**src/rtl/rr_arbiter.sv**
```systemverilog
// Round-robin arbiter with a registered valid/ready grant port.
// A cold mask over bits above the last accepted index rotates priority.
module rr_arbiter #(
  parameter int WIDTH = 8
) (
  input  logic                     CLK,
  input  logic                     RST,
  input  logic [WIDTH-1:0]         req_vec,
  input  logic                     grant_ready,
  output logic                     grant_valid,
  output logic [WIDTH-1:0]         grant_one_hot,
  output logic [$clog2(WIDTH)-1:0] grant_index
);

  localparam int IW = $clog2(WIDTH);

  typedef enum logic {
    IDLE,
    GRANTED
  } state_t;

  state_t           state_q, state_d;
  logic [WIDTH-1:0] mask_q, mask_d;
  logic             valid_q, valid_d;
  logic [WIDTH-1:0] oh_q, oh_d;
  logic [IW-1:0]    idx_q, idx_d;
  logic [WIDTH-1:0] cold;
  logic [WIDTH-1:0] cand;
  logic [WIDTH-1:0] win;

  function automatic logic [WIDTH-1:0] lsb_oh(
    input logic [WIDTH-1:0] v
  );
    return v & (~v + WIDTH'(1));
  endfunction

  function automatic logic [IW-1:0] oh2idx(
    input logic [WIDTH-1:0] oh
  );
    logic [IW-1:0] r;
    r = '0;
    for (int i = 0; i < WIDTH; i++)
      if (oh[i]) r = r | IW'(i);
    return r;
  endfunction

  // Masked winner first; fall back to the unmasked lowest requester.
  function automatic logic [WIDTH-1:0] pick(
    input logic [WIDTH-1:0] c,
    input logic [WIDTH-1:0] m
  );
    logic [WIDTH-1:0] cm;
    cm = c & m;
    return (cm != '0) ? lsb_oh(cm) : lsb_oh(c);
  endfunction

  always_comb begin
    state_d = state_q;
    mask_d  = mask_q;
    valid_d = valid_q;
    oh_d    = oh_q;
    idx_d   = idx_q;
    cand    = '0;
    win     = '0;
    cold    = '0;
    for (int i = 0; i < WIDTH; i++)
      cold[i] = (i > int'(idx_q));
    unique case (state_q)
      IDLE: begin
        if (req_vec != '0) begin
          win     = pick(req_vec, mask_q);
          state_d = GRANTED;
          valid_d = 1'b1;
          oh_d    = win;
          idx_d   = oh2idx(win);
        end
      end
      GRANTED: begin
        if (grant_ready) begin
          mask_d = cold;
          cand   = req_vec & ~oh_q;
          if (cand != '0) begin
            win   = pick(cand, cold);
            oh_d  = win;
            idx_d = oh2idx(win);
          end else begin
            state_d = IDLE;
            valid_d = 1'b0;
            oh_d    = '0;
            idx_d   = '0;
          end
        end
      end
    endcase
  end

  always_ff @(posedge CLK or posedge RST) begin
    if (RST) begin
      state_q <= IDLE;
      mask_q  <= '1;
      valid_q <= 1'b0;
      oh_q    <= '0;
      idx_q   <= '0;
    end else begin
      state_q <= state_d;
      mask_q  <= mask_d;
      valid_q <= valid_d;
      oh_q    <= oh_d;
      idx_q   <= idx_d;
    end
  end

  assign grant_valid   = valid_q;
  assign grant_one_hot = oh_q;
  assign grant_index   = idx_q;

endmodule

```
**config.mk**
```make
export PLATFORM = sky130hd
export DESIGN_NAME = rr_arbiter
export DESIGN_NICKNAME = d
export VERILOG_FILES = /design/src/rtl/rr_arbiter.sv
export SDC_FILE = /design/constraint.sdc
export NUM_CORES = 1
export LEC_CHECK = 0
export CAP_MARGIN = 0
export CORE_MARGIN = 4
export CORE_UTILIZATION = 56
export CTS_BUF_LIST = sky130_fd_sc_hd__clkbuf_4 sky130_fd_sc_hd__clkbuf_8
export CTS_CLUSTER_DIAMETER = 50
export DETAILED_ROUTE_END_ITERATION = 8
export GPL_TIMING_DRIVEN = 0
export PLACE_DENSITY = 0.88
export SYNTH_ARGS = -nofsm -noshare
export SYNTH_HDL_FRONTEND = slang
export SYNTH_SLANG_ARGS = --single-unit
```
**constraint.sdc**
```tcl
create_clock -name CLK -period 2.7 [get_ports CLK]
set_clock_uncertainty 0.15 [all_clocks]
set_input_delay 0.81 -clock CLK [delete_from_list [all_inputs] [get_ports CLK]]
set_output_delay 0.81 -clock CLK [all_outputs]
set_load 0.01 [all_outputs]
```
---- Word-level counts from Yosys, hierarchy flattened ----
Index checks and enable logic that the tools add are counted.
W data, S select, Z words.
storage, ports and cells
  bits in registers ....................... 21
  input port bits ......................... 11
  output and inout bits ................... 12
cells by class
  $add $sub $neg .......................... 4
  $lt $le $gt $ge ......................... 7
  equality and inequality tests ........... 3
  muxes and demuxes ....................... 32
  bitwise logic cells ..................... 13
  reductions and logical operators ........ 7
operators by type and width
  kind                   count
  $and A8 B8 Y8          7
  $mux W8                5
  $not A8 Y8             5
  $mux W3                11
  $add A8 B1 Y8 const B  4
  $reduce_bool A8 Y1     4
  $pmux W8 S2            1
  $gt A3 B3 Y1 const A   4
  $mux W1                8
  $mux W2                4
  $gt A2 B3 Y1 const A   2
  $ne A2 B2 Y1 const B   3
  $pmux W3 S2            1
  $pmux W1 S2            2
  $reduce_and A2 Y1      2
  $gt A1 B3 Y1 const A   1
  $reduce_and A3 Y1      1
  $not A1 Y1             1

---- Logic depth before layout (Yosys ltp) ----
  word-level depth ........................ 17
  gate-level depth with buffers ........... 8
  gate-level depth less buffers ........... 7

---- Worst setup path after synthesis ----
Ideal clock, no wire load.
  path kind ............................... input -> register
  from .................................... input port req_vec[3]
  to ...................................... register idx_q[2], in the netlist grant_index[2]
  data arrival time ....................... 2.465 ns
  slack ................................... 0.022 ns
  stages on the path ...................... 8
  cells stage by stage .................... clkbuf_2 > nor2b_4 > and4bb_2 > or4b_1 > a211oi_2 > nor2_1 > a21oi_1 > o32a_2
on the way
  cells in the longest elaborated chain, start to end .. 13
  elaborated cells between the ends (all ways) .. 35
  those cells by class .................... add/sub (4); eq/ne (1); mux (14); bitwise (11); reduce/logical (5)
RTL lines
  what                  line  text
  from (decl)           8     input logic [WIDTH-1:0] req_vec,
  $and A8 B8 Y8         81    cand = req_vec & ~oh_q;
  $and A8 B8 Y8         53    cm = c & m;
  $not A8 Y8            34    return v & (~v + WIDTH'(1));
  $add A8 B1 Y8         34
  $and A8 B8 Y8         34
  $mux W8               54    return (cm != '0) ? lsb_oh(cm) : lsb_oh(c);
  $mux W3 (4 in a row)  43    if (oh[i]) r = r | IW'(i);
  $mux W3               82    if (cand != '0) begin
  $mux W3               79    if (grant_ready) begin
  $pmux W3 S2           68    unique case (state_q)
  to (signal assigned)  109   idx_q <= idx_d;
  to (decl)             26    logic [IW-1:0] idx_q, idx_d;
Several ways; a longest one is shown, not always the timed one. The select of a mux whose other input is x is not followed.
A chain may end at the register's enable or synchronous reset.

---- Final worst setup path ----
  from .................................... input port req_vec[2]
  to ...................................... register oh_q[6], in the netlist grant_one_hot[6]
on the way
  cells in the longest elaborated chain, start to end .. 9
  elaborated cells between the ends (all ways) .. 27
  those cells by class .................... add/sub (4); eq/ne (1); mux (6); bitwise (11); reduce/logical (5)
RTL lines
  what                  line  text
  $and A8 B8 Y8         81
  $and A8 B8 Y8         53
  $not A8 Y8            34
  $add A8 B1 Y8         34
  $and A8 B8 Y8         34
  $mux W8               54
  $mux W8               82
  $mux W8               79
  $pmux W8 S2           68
  to (signal assigned)  108   oh_q <= oh_d;
  to (decl)             25    logic [WIDTH-1:0] oh_q, oh_d;
Several ways; a longest one is shown, not always the timed one. The select of a mux whose other input is x is not followed.

==> key figures <==
Outcome
  • Status: finished, final reports clean

Die
  • I/O pin cnt: 23
  • Initial Utilization: 0.5962
  • Core Area: 2522 sq um
  • Floorplan die width: 59.82 um
  • Die area: 3578 sq um
  • Row count: 18
  • DIE HEIGHT: 59.82 um

Global routing
  • Met2 usage: 0.4367
  • Vias in the first global route: 1,609
  • Initial antenna violation count: 0
  • Total Routing Usage GR: 0.2914
  • Global-route wire length before repair: 7.707 mm
  • Met3 Resource Use GR: 0.04752
  • Grt ovf: 0
  • Grt peak-use layer: met2
  • Largest net degree at the start of global routing: 22
  • GR Util met1: 0.4005

Worst hold path
  • Worst Hold Depth: 2
  • Worst hold path class: flop to flop
  • Worst hold start: mask_q[3]
  • Hold path endpoint: mask_q[3]

Timing
  • Setup violators final: 0
  • Final Hold Viols: 0
  • Min cycle time layout: 2.638 ns
  • Worst rel slew slack: 0.4358
  • Final Cycle Share: 0.9770
  • Fmax: 379.1 MHz
  • Fin. max-slew vios: 0
  • RSZ-0062 raised after global routing: no
  • Worst hold margin: 0.3247 ns
  • Slew @ Worst Pin: 0.8454 ns

Cells and area
  • # diodes: 0
  • Final net count: 235
  • Area grow syn2layout: 33.03%
  • Final non-filler cell total: 253
  • Layout cells sized above 1: 0.2511

Setup path
  • Startpoint Class: input port
  • FF-to-FF setup slack: 0.21 ns
  • Max FO, Critical Path: 5
  • WP data required: 2.79 ns
  • Reg2reg start: grant_index[0]
  • Worst path arrival time: 2.73 ns
  • Worst Reg-to-Reg Cells: 6
  • Reg2reg end: grant_index[0]
  • Crit Path Class: input port to flop
  • CP endpoint kind: flop

Clock network
  • CTS Buf Count: 3
  • CTS tree: yes
  • H-tree levels: 1
  • Clock Sinks: 21
  • Clk slew on worst S/H paths: 0.12 ns
  • CTS Hold Buffers Added: 0
  • Bufs on Longest Clock Path: 2
  • Latest clock arrival within the worst-skew pair: 0.32 ns
  • Root Buffer: clkbuf_4

Yosys
  • Number of synthesized register bits: 21
  • Post-synthesis sequential area ratio: 0.3561
  • Largest family of logic cells by synthesized area: simple AND/OR/NAND/NOR gates
  • Post-synth EDFFs: 0
  • Simple-gate share of the synthesized area: 0.3469
  • Mux share of post-synthesis cell area: 0.006656
  • Top cell type by total area after synthesis: dfrtp_1
  • Yosys warning count: 0
  • Synth Area in XOR/XNOR: 0
  • Synthesized area: 1504 sq um
  • Synth Net Count: 197
  • Post-synth top flop: dfrtp_1
  • Yosys cell types: 48
  • Ys async rst share: 1.000
  • Synth Area in Compound Gates: 0.2521
  • Synth Instances: 186
  • Ranking of synthesized cells by area: dfrtp_1 22%, dfstp_2 14%, nand2_1 6.2%
  • Post-synth top area share: 0.2163
  • Per-instance average area after synthesis: 8.086 sq um
  • Adder-cell share of the synthesized area: 0

Power and ir drop
  • Maximum vdd drop: 0.6711 mV
  • Switch Pwr: 0.0007991 W
  • Clock power frac: 0.097
  • Sw frac: 0.4438
  • P_int: 0.001002 W
  • Logic pwr share: 0.594
  • Reg power frac: 0.310
  • Leakage power: 0.8202 nW
  • Power per cell area: 900.1 nW/um^2
  • Design Power: 0.001801 W

Placed design
  • Routability congestion estimate from global placement: 0.9591
  • Port Buf Inserts: 21
  • Cells after DPL: 237
  • Hpwl dp: 3.330 mm

Drt
  • Routed WL: 4.995 mm
  • Via count: 1,723
  • Drt pass-1 iters: 5
  • DR WL/cell: 19.74 um
  • DRC Markers: 0
  • Vias per inst: 6.810
  • DRT iter0 DRCs: 181
  • Final ANT Viol Nets: 0

Flow run
  • Number of max-cap violations: 0
final cells by class:
cell class                 count  area (sq um)
buffer                         8         32.53
clock buffer                   4         30.03
fill                         173         521.8
inverter                       6         22.52
sequential                    21         535.5
tap                           30         37.54
timing repair buffer          34         304.0
multi-input combinational    150          1039
how the worst max path moves through the flow:
stage	start	endpoint	slack, ns	cells past startpoint
2_1_floorplan	req_vec[3]	grant_index[2]	0.02	8
3_3_place_gp	req_vec[0]	grant_index[2]	-0.75	7
3_5_place_dp	req_vec[1]	grant_index[0]	-0.87	8
4_1_cts	req_vec[5]	grant_index[2]	0.0009	8
5_1_grt	req_vec[2]	grant_index[0]	0.02	9
6_report	req_vec[2]	grant_one_hot[6]	0.06	8
synthesized netlist by cell type (all sizes together), types with 2 or more instances:
cell type / count
a31oi: 7
nor4: 3
dfrtp: 13
nand2b: 3
o32a: 2
nor2b: 7
and2: 3
a21boi: 2
a21oi: 10
or3: 3
nor2: 17
o21bai: 3
and3: 3
clkbuf: 9
nor3: 4
nor4b: 3
nor3b: 6
nand2: 25
or2: 2
o221ai: 4
o211ai: 2
o21a: 6
nand4: 4
nand3: 5
dfstp: 8
inv: 6
o21ai: 12
layout by cell type, fill, tap and decap left out, drive strengths merged, types with 3 or more instances in the layout:
master         instances
nand3                  5
clkbuf                14
nor2                  17
a21oi                 10
dlymetal6s2s           3
and2                   3
o21bai                 3
o221ai                 4
nor3                   4
nor2b                  7
or3                    3
nor4b                  3
and3                   3
nand2                 25
dfrtp                 13
dfstp                  8
buf                   13
nand4                  4
nor4                   3
o21a                   6
nor3b                  6
clkdlybuf4s50         14
a31oi                  7
o21ai                 12
nand2b                 3
inv                    6
stage by stage:
step | setup TNS (ns) | setup WS (ns) | util | instance area (sq um)
floorplan | 0 | 0.02159 | - | 1504
global placement | -8.161 | -0.7528 | 0.6944 | 1752
detailed placement | -8.701 | -0.8698 | 0.6944 | 1752
CTS | 0 | 0.0008780 | 0.7560 | 1907
global route | 0 | 0.01590 | 0.7932 | 2001
finish | 0 | 0.06201 | 0.7932 | 2001
routing by layer:
metal / share of wire / vias up
met5: 0 / -
met4: 0.047 / 0
met3: 0.095 / 28
met2: 0.45 / 138
met1: 0.40 / 800
li1: - / 757
sequential cells by signal, summed over array words and instances, names as in the netlist:
signal,count
grant_one_hot,8
mask_q,8
grant_index,3
grant_valid,1
state_q,1
power by group through the flow:
stage	registers [W]	clock network [W]	logic [W]
5_1_grt	0.000571	0.000188	0.00114
3_5_place_dp	0.000548	0	0.000848
4_1_cts	0.000548	0.000174	0.000957
6_report	0.000557	0.000174	0.00107
3_3_place_gp	0.000538	0	0.000825
2_1_floorplan	0.000557	0	0.000523
worst max-delay path: stages:
cell and delay (ns):
clkdlybuf4s15_1 0.24, nor2b_4 0.18, and4bb_2 0.33, or4b_4 0.49, a211oi_4 0.30, buf_4 0.15
nand2_1 0.04, a31oi_1 0.19
cell families after synthesis:
family	after synthesis
flops	21
mux	1
buf+inv	15
simple gates	93
compound gates	56
what timing repair did:
item	4_1_cts	5_1_grt
resized for setup	20	17
setup endpoints to repair	11	10
pin swaps	6	10
cloned	0	0
setup buffers	7	6
Power figures use the tool's default switching activity.
